### config.mk
export PLATFORM = sky130hd
export DESIGN_NAME = i2s_rx_deser
export DESIGN_NICKNAME = d
export VERILOG_FILES = /design/src/rtl/i2s_rx_deser.sv
export SDC_FILE = /design/constraint.sdc
export NUM_CORES = 1
export LEC_CHECK = 0
export BUFFER_PORTS_ARGS = -buffer_cell sky130_fd_sc_hd__buf_4
export CORE_ASPECT_RATIO = 1.75
export CORE_MARGIN = 1
export CORE_UTILIZATION = 40
export CTS_CLUSTER_SIZE = 16
export DETAILED_ROUTE_END_ITERATION = 7
export PLACE_DENSITY = 0.59
export SYNTH_ARGS = -nofsm -noshare
export SYNTH_HDL_FRONTEND = slang
export SYNTH_SLANG_ARGS = --single-unit
### constraint.sdc
create_clock -name i_clk -period 3.43 [get_ports i_clk]
set_clock_uncertainty 0.1 [all_clocks]
set_input_delay 0.686 -clock i_clk [delete_from_list [all_inputs] [get_ports i_clk]]
set_output_delay 0.686 -clock i_clk [all_outputs]
set_load 0.01 [all_outputs]
### src/rtl/i2s_rx_deser.sv
// ---------------------------------------------------------------------------
// i2s_rx_deser
//
// I2S receiver and deserializer. The asynchronous I2S bus (BCK, WS, DATA) is
// oversampled in the i_clk domain. MSB-justified left and right words are
// recovered and delivered as one parallel stereo pair per frame.
//
// Parameters:
//   SAMPLE_WIDTH  bits kept per channel, counted from the MSB
//   TIMEOUT       i_clk cycles without a BCK rising edge before lock drops
//
// Ports:
//   i_clk          system clock, at least 4x BCK
//   i_rst          synchronous active-high reset
//   i_bck          I2S bit clock (asynchronous)
//   i_ws           I2S word select, 0 = left, 1 = right (asynchronous)
//   i_data         I2S serial data, MSB first (asynchronous)
//   o_left         left sample of the last complete frame
//   o_right        right sample of the last complete frame
//   o_valid        one-cycle strobe, o_left/o_right are new in this cycle
//   o_err          one-cycle strobe, left/right word lengths differed
//   o_locked       high while the receiver FSM is in RUN (state visibility)
//   o_bits_per_ch  BCK count of the last completed right word, sat. at 63
//
// Output handshake: o_valid is a single-cycle strobe with no ready/back-
// pressure. The pair on o_left/o_right (and o_err) is meaningful only in the
// o_valid cycle, and the consumer must take it in that cycle.
// ---------------------------------------------------------------------------
module i2s_rx_deser #(
    parameter int SAMPLE_WIDTH = 16,
    parameter int TIMEOUT      = 1024
) (
    input  logic                    i_clk,
    input  logic                    i_rst,
    input  logic                    i_bck,
    input  logic                    i_ws,
    input  logic                    i_data,
    output logic [SAMPLE_WIDTH-1:0] o_left,
    output logic [SAMPLE_WIDTH-1:0] o_right,
    output logic                    o_valid,
    output logic                    o_err,
    output logic                    o_locked,
    output logic [5:0]              o_bits_per_ch
);

    localparam int            SW      = SAMPLE_WIDTH;
    localparam int            TW      = $clog2(TIMEOUT + 1);
    localparam logic [TW-1:0] TO_LAST = TW'(TIMEOUT - 1);
    localparam logic [5:0]    CNT_MAX = 6'd63;

    typedef enum logic {
        ST_IDLE = 1'b0,
        ST_RUN  = 1'b1
    } state_t;

    state_t          state_q, state_d;

    // two-flop synchronizers plus the previous synced BCK
    logic            bck_s1_q, bck_s1_d, bck_s2_q, bck_s2_d, bck_d_q, bck_d_d;
    logic            ws_s1_q, ws_s1_d, ws_s2_q, ws_s2_d;
    logic            data_s1_q, data_s1_d, data_s2_q, data_s2_d;

    logic            ws_prev_q, ws_prev_d;
    logic [5:0]      cnt_q, cnt_d;
    logic [SW-1:0]   sr_q, sr_d;
    logic [SW-1:0]   left_hold_q, left_hold_d;
    logic [5:0]      left_len_q, left_len_d;
    logic            left_ok_q, left_ok_d;
    logic [TW-1:0]   to_cnt_q, to_cnt_d;

    logic [SW-1:0]   left_out_q, left_out_d;
    logic [SW-1:0]   right_out_q, right_out_d;
    logic [5:0]      bits_q, bits_d;
    logic            valid_q, valid_d;
    logic            err_q, err_d;

    logic            rise;
    logic            boundary;
    logic            timeout;
    logic [5:0]      len;
    logic [SW-1:0]   word;

    always_comb begin
        bck_s1_d  = i_bck;
        bck_s2_d  = bck_s1_q;
        bck_d_d   = bck_s2_q;
        ws_s1_d   = i_ws;
        ws_s2_d   = ws_s1_q;
        data_s1_d = i_data;
        data_s2_d = data_s1_q;

        rise     = bck_s2_q & ~bck_d_q;
        boundary = rise & (ws_s2_q != ws_prev_q);
        // a rise in the same cycle as the terminal count keeps the lock
        timeout  = ~rise & (to_cnt_q == TO_LAST);
        len      = (cnt_q == CNT_MAX) ? CNT_MAX : cnt_q + 6'd1;

        // current word including this cycle's bit; positions past the
        // kept width match no index, so those bits are dropped
        word = sr_q;
        for (int i = 0; i < SW; i++) begin
            if (int'(cnt_q) == SW - 1 - i) begin
                word[i] = data_s2_q;
            end
        end

        state_d     = state_q;
        ws_prev_d   = ws_prev_q;
        cnt_d       = cnt_q;
        sr_d        = sr_q;
        left_hold_d = left_hold_q;
        left_len_d  = left_len_q;
        left_ok_d   = left_ok_q;
        left_out_d  = left_out_q;
        right_out_d = right_out_q;
        bits_d      = bits_q;
        valid_d     = 1'b0;
        err_d       = 1'b0;

        if (rise) begin
            to_cnt_d = '0;
        end else if (to_cnt_q == TO_LAST) begin
            to_cnt_d = to_cnt_q;
        end else begin
            to_cnt_d = to_cnt_q + TW'(1);
        end

        if (rise) begin
            ws_prev_d = ws_s2_q;
            if (boundary) begin
                // next rise carries the MSB of the new word
                sr_d  = '0;
                cnt_d = '0;
            end else begin
                sr_d  = word;
                cnt_d = len;
            end
        end

        case (state_q)
            ST_IDLE: begin
                if (boundary) begin
                    state_d   = ST_RUN;
                    left_ok_d = 1'b0;
                end
            end
            ST_RUN: begin
                if (boundary) begin
                    if (!ws_prev_q) begin
                        left_hold_d = word;
                        left_len_d  = len;
                        left_ok_d   = 1'b1;
                    end else begin
                        bits_d = len;
                        if (left_ok_q) begin
                            left_out_d  = left_hold_q;
                            right_out_d = word;
                            valid_d     = 1'b1;
                            err_d       = (len != left_len_q);
                            left_ok_d   = 1'b0;
                        end
                    end
                end else if (timeout) begin
                    state_d   = ST_IDLE;
                    left_ok_d = 1'b0;
                end
            end
            default: begin
                state_d = ST_IDLE;
            end
        endcase
    end

    always_ff @(posedge i_clk) begin
        if (i_rst) begin
            state_q     <= ST_IDLE;
            bck_s1_q    <= 1'b0;
            bck_s2_q    <= 1'b0;
            bck_d_q     <= 1'b0;
            ws_s1_q     <= 1'b0;
            ws_s2_q     <= 1'b0;
            data_s1_q   <= 1'b0;
            data_s2_q   <= 1'b0;
            ws_prev_q   <= 1'b0;
            cnt_q       <= '0;
            sr_q        <= '0;
            left_hold_q <= '0;
            left_len_q  <= '0;
            left_ok_q   <= 1'b0;
            to_cnt_q    <= '0;
            left_out_q  <= '0;
            right_out_q <= '0;
            bits_q      <= '0;
            valid_q     <= 1'b0;
            err_q       <= 1'b0;
        end else begin
            state_q     <= state_d;
            bck_s1_q    <= bck_s1_d;
            bck_s2_q    <= bck_s2_d;
            bck_d_q     <= bck_d_d;
            ws_s1_q     <= ws_s1_d;
            ws_s2_q     <= ws_s2_d;
            data_s1_q   <= data_s1_d;
            data_s2_q   <= data_s2_d;
            ws_prev_q   <= ws_prev_d;
            cnt_q       <= cnt_d;
            sr_q        <= sr_d;
            left_hold_q <= left_hold_d;
            left_len_q  <= left_len_d;
            left_ok_q   <= left_ok_d;
            to_cnt_q    <= to_cnt_d;
            left_out_q  <= left_out_d;
            right_out_q <= right_out_d;
            bits_q      <= bits_d;
            valid_q     <= valid_d;
            err_q       <= err_d;
        end
    end

    assign o_left        = left_out_q;
    assign o_right       = right_out_q;
    assign o_valid       = valid_q;
    assign o_err         = err_q;
    assign o_locked      = (state_q == ST_RUN);
    assign o_bits_per_ch = bits_q;

endmodule

==> impl_metrics.yaml <==
final_layout:
  fin_area_um2: 4830
  fin_nets: 512
  antenna_cells: 0
  final_util: 0.485
  fin_cells: 631
  final_layout_size_suffix_gt1_frac: 0.132
  area_growth_syn_to_layout_pct: 16.2
setup_path:
  crit_chain: "ha_1, nand4_2, or3_1, or3b_1, a31oi_1, nor2_1"
  start_kind: "flip-flop"
  worstSetupPathType: "reg2reg"
  arrival_ps: 2350
  critPathMaxStageDelay_ps: 590
  worst-path-buf-inv: 0
  crit_family: "simple AND/OR/NAND/NOR gates"
  cpMaxStageDelayCell: "or3_1"
  required_ps: 3540
  worstPathMaxFanout: 11
  cp-end-kind: "flip-flop"
placed_design:
  dpl_cell_area_um2: 4540
  gp_congestion: 0.846
  dp.cells: 616
  io_buffers: 45
  dpl.hpwl_um: 6210
drt:
  first_iter_violations: 179
  drt_wl_total_um: 8930
  remaining_drc_errors: 0
  via_per_inst: 5.12
  ant_nets: 0
  wire_per_inst_um: 14.2
  dr.pass1.iters: 4
  vias: 3230
clock_network:
  cts_tree: "done"
  cts.sinks: 105
  clk_pin_slew_ps: 70
  cts_made_buffers: 9
  ctsResizeCount: 0
  clk_path_buf_depth: 2
  cts_hold_buf: 0
  post-cts-setup-buffer-count: 0
  worst_skew_pair.late_latency_ps: 340
  ctsHtreeMaxLevel: 3
  cts_root_buf: "clkbuf_16"
synthesis:
  synth_edf_count: 0
  ys.flop_type: "dfxtp_1"
  synthAdderAreaFrac: 0.0150
  postSynthNetCount: 484
  synth_top_family_by_area: "simple AND/OR/NAND/NOR gates"
  synthSimpleGateAreaFrac: 0.201
  synth_area_um2: 4160
  synth_area_leaders: "dfxtp_1 51%, nand2_1 7.1%, a211oi_1 6.3%"
  synth-seq-area-share: 0.506
  synth-xor-area-share: 0.0274
  async_flop_share: 0
  ys_seq_elements: 105
  synth_top_area_cell: "dfxtp_1"
  synth_cell_types: 38
  synthMuxAreaShare: 0.0629
  syn_avg_cell_area_um2: 8.77
  yosysWarnings: 0
  synth-compound-area-share: 0.152
  syn_inst: 474
  yosysTopAreaCellShare: 0.506
global_route:
  grt_pass1_wl_um: 14600
  grt_pass1_vias: 3015
  grt-ovfl-total: 0
  track_usage: 0.177
  grt_max_degree: 77
  antenna_found_initial: 0
sta:
  post-route-period-util: 0.654
  timing.hold.ws_ps: 337
  slew_headroom: 0.118
  grt_setup_unrepaired: "no"
  fmax_mhz: 446
  hold_viol: 0
  slew_viol_final: 0
  worst_pin_slew_ps: 1320
  setup_viol: 0
  period_needed_ps: 2240
  fin_tns_setup_ps: 0
power_and_ir_drop:
  leakage_nw: 1.84
  power_density_nw_per_um2: 472
  ir_drop_v: 0.000317
status:
  run_status: "finished clean"
floorplanning:
  die_x_um: 79.1
  die_area_um2: 10800
  die_h_um: 137
  row_count: 48
  initial_core_util: 0.417
  coreArea_um2: 9970
  ios: 46
min_path:
  hold_path.class: "reg2reg"
flow_run:
  drv_cap: 0
[cells in the final DEF, fill, tap and decap left out, types with 2 or more instances in the layout]
cell / count
nand3_1: 8
and3_1: 2
ha_1: 5
a21oi_1: 29
mux2i_1: 25
nor3_1: 4
nand2_1: 79
a31oi_1: 5
nor2b_1: 12
and2_1: 2
clkbuf_8: 3
nand4_1: 3
clkbuf_16: 9
buf_4: 48
nor3b_1: 4
o21ai_0: 21
xor2_1: 10
o22ai_1: 2
nor2_1: 61
a22o_1: 3
nand2b_1: 6
xnor2_1: 3
a211oi_1: 35
inv_1: 4
dfxtp_1: 105
or3_1: 2
[cells in the mapped netlist, types with 4 or more instances]
cell type,number
dfxtp_1,105
nand2_1,79
nor2_1,61
a211oi_1,35
a21oi_1,29
mux2i_1,25
o21ai_0,21
clkbuf_1,20
nor2b_1,12
xor2_1,10
buf_2,8
nand3_1,8
nand2b_1,6
a31oi_1,5
ha_1,5
nor3_1,5
inv_1,4
nor3b_1,4
[final timing paths]
path	from	endpoint	slack, ps	depth (start not counted)
max	to_cnt_q[0]	left_ok_q	1190	6
min reg2reg	ws_s1_q	ws_s2_q	340	1
max reg2reg	to_cnt_q[0]	left_ok_q	1190	6
min	ws_s1_q	ws_s2_q	340	1
[layer usage]
metal  wire [um]  vias up  track usage
li1            -     1676            -
met1        3660     1496        0.198
met2        4770       45        0.315
met3         279       13       0.0327
met4         223        0       0.0919
met5           0        -            0
[flip-flops by register name, indices dropped and copies added, names as in the netlist, 6 cells and up]
name	count
to_cnt_q	11
sr_q	16
left_hold_q	16
cnt_q	6
left_len_q	6
o_right	16
o_left	16
o_bits_per_ch	6
[where the power goes]
group	internal [W]	switching, W	total [W]
logic	0.0000176	0.0000399	0.0000576
registers	0.00123	0.00000930	0.00124
clock network	0.000551	0.000435	0.000986
total	0.00179	0.000484	0.00228
[layout make-up]
type / instances / area, um^2
Sequential cell: 105 / 2100
Clock inverter: 3 / 22.5
Tap cell: 125 / 156
Fill cell: 1032 / 5140
Clock buffer: 12 / 267
Multi-Input combinational cell: 334 / 1910
Inverter: 4 / 15.0
Timing Repair Buffer: 48 / 360
[cells by family (layout without fill, tap and decap cells)]
kind of cell | Yosys count | count (layout)
AO/OA/AOI/OAI | 101 | 101
XOR/XNOR | 13 | 13
AND/OR/NAND/NOR | 189 | 189
adder cells (fa/ha/maj) | 5 | 5
buffers and inverters | 35 | 67
multiplexers | 26 | 26
flip-flops | 105 | 105
[stage by stage]
| stage | setup WS, ps | power [W] |
|---|---|---|
| floorplan | 1490 | 0.00130 |
| global placement | 843 | 0.00132 |
| detailed placement | 801 | 0.00132 |
| CTS | 1170 | 0.00231 |
| global route | 997 | 0.00236 |
| finish | 1190 | 0.00228 |
Note: power is estimated with default switching activity, not from simulation.
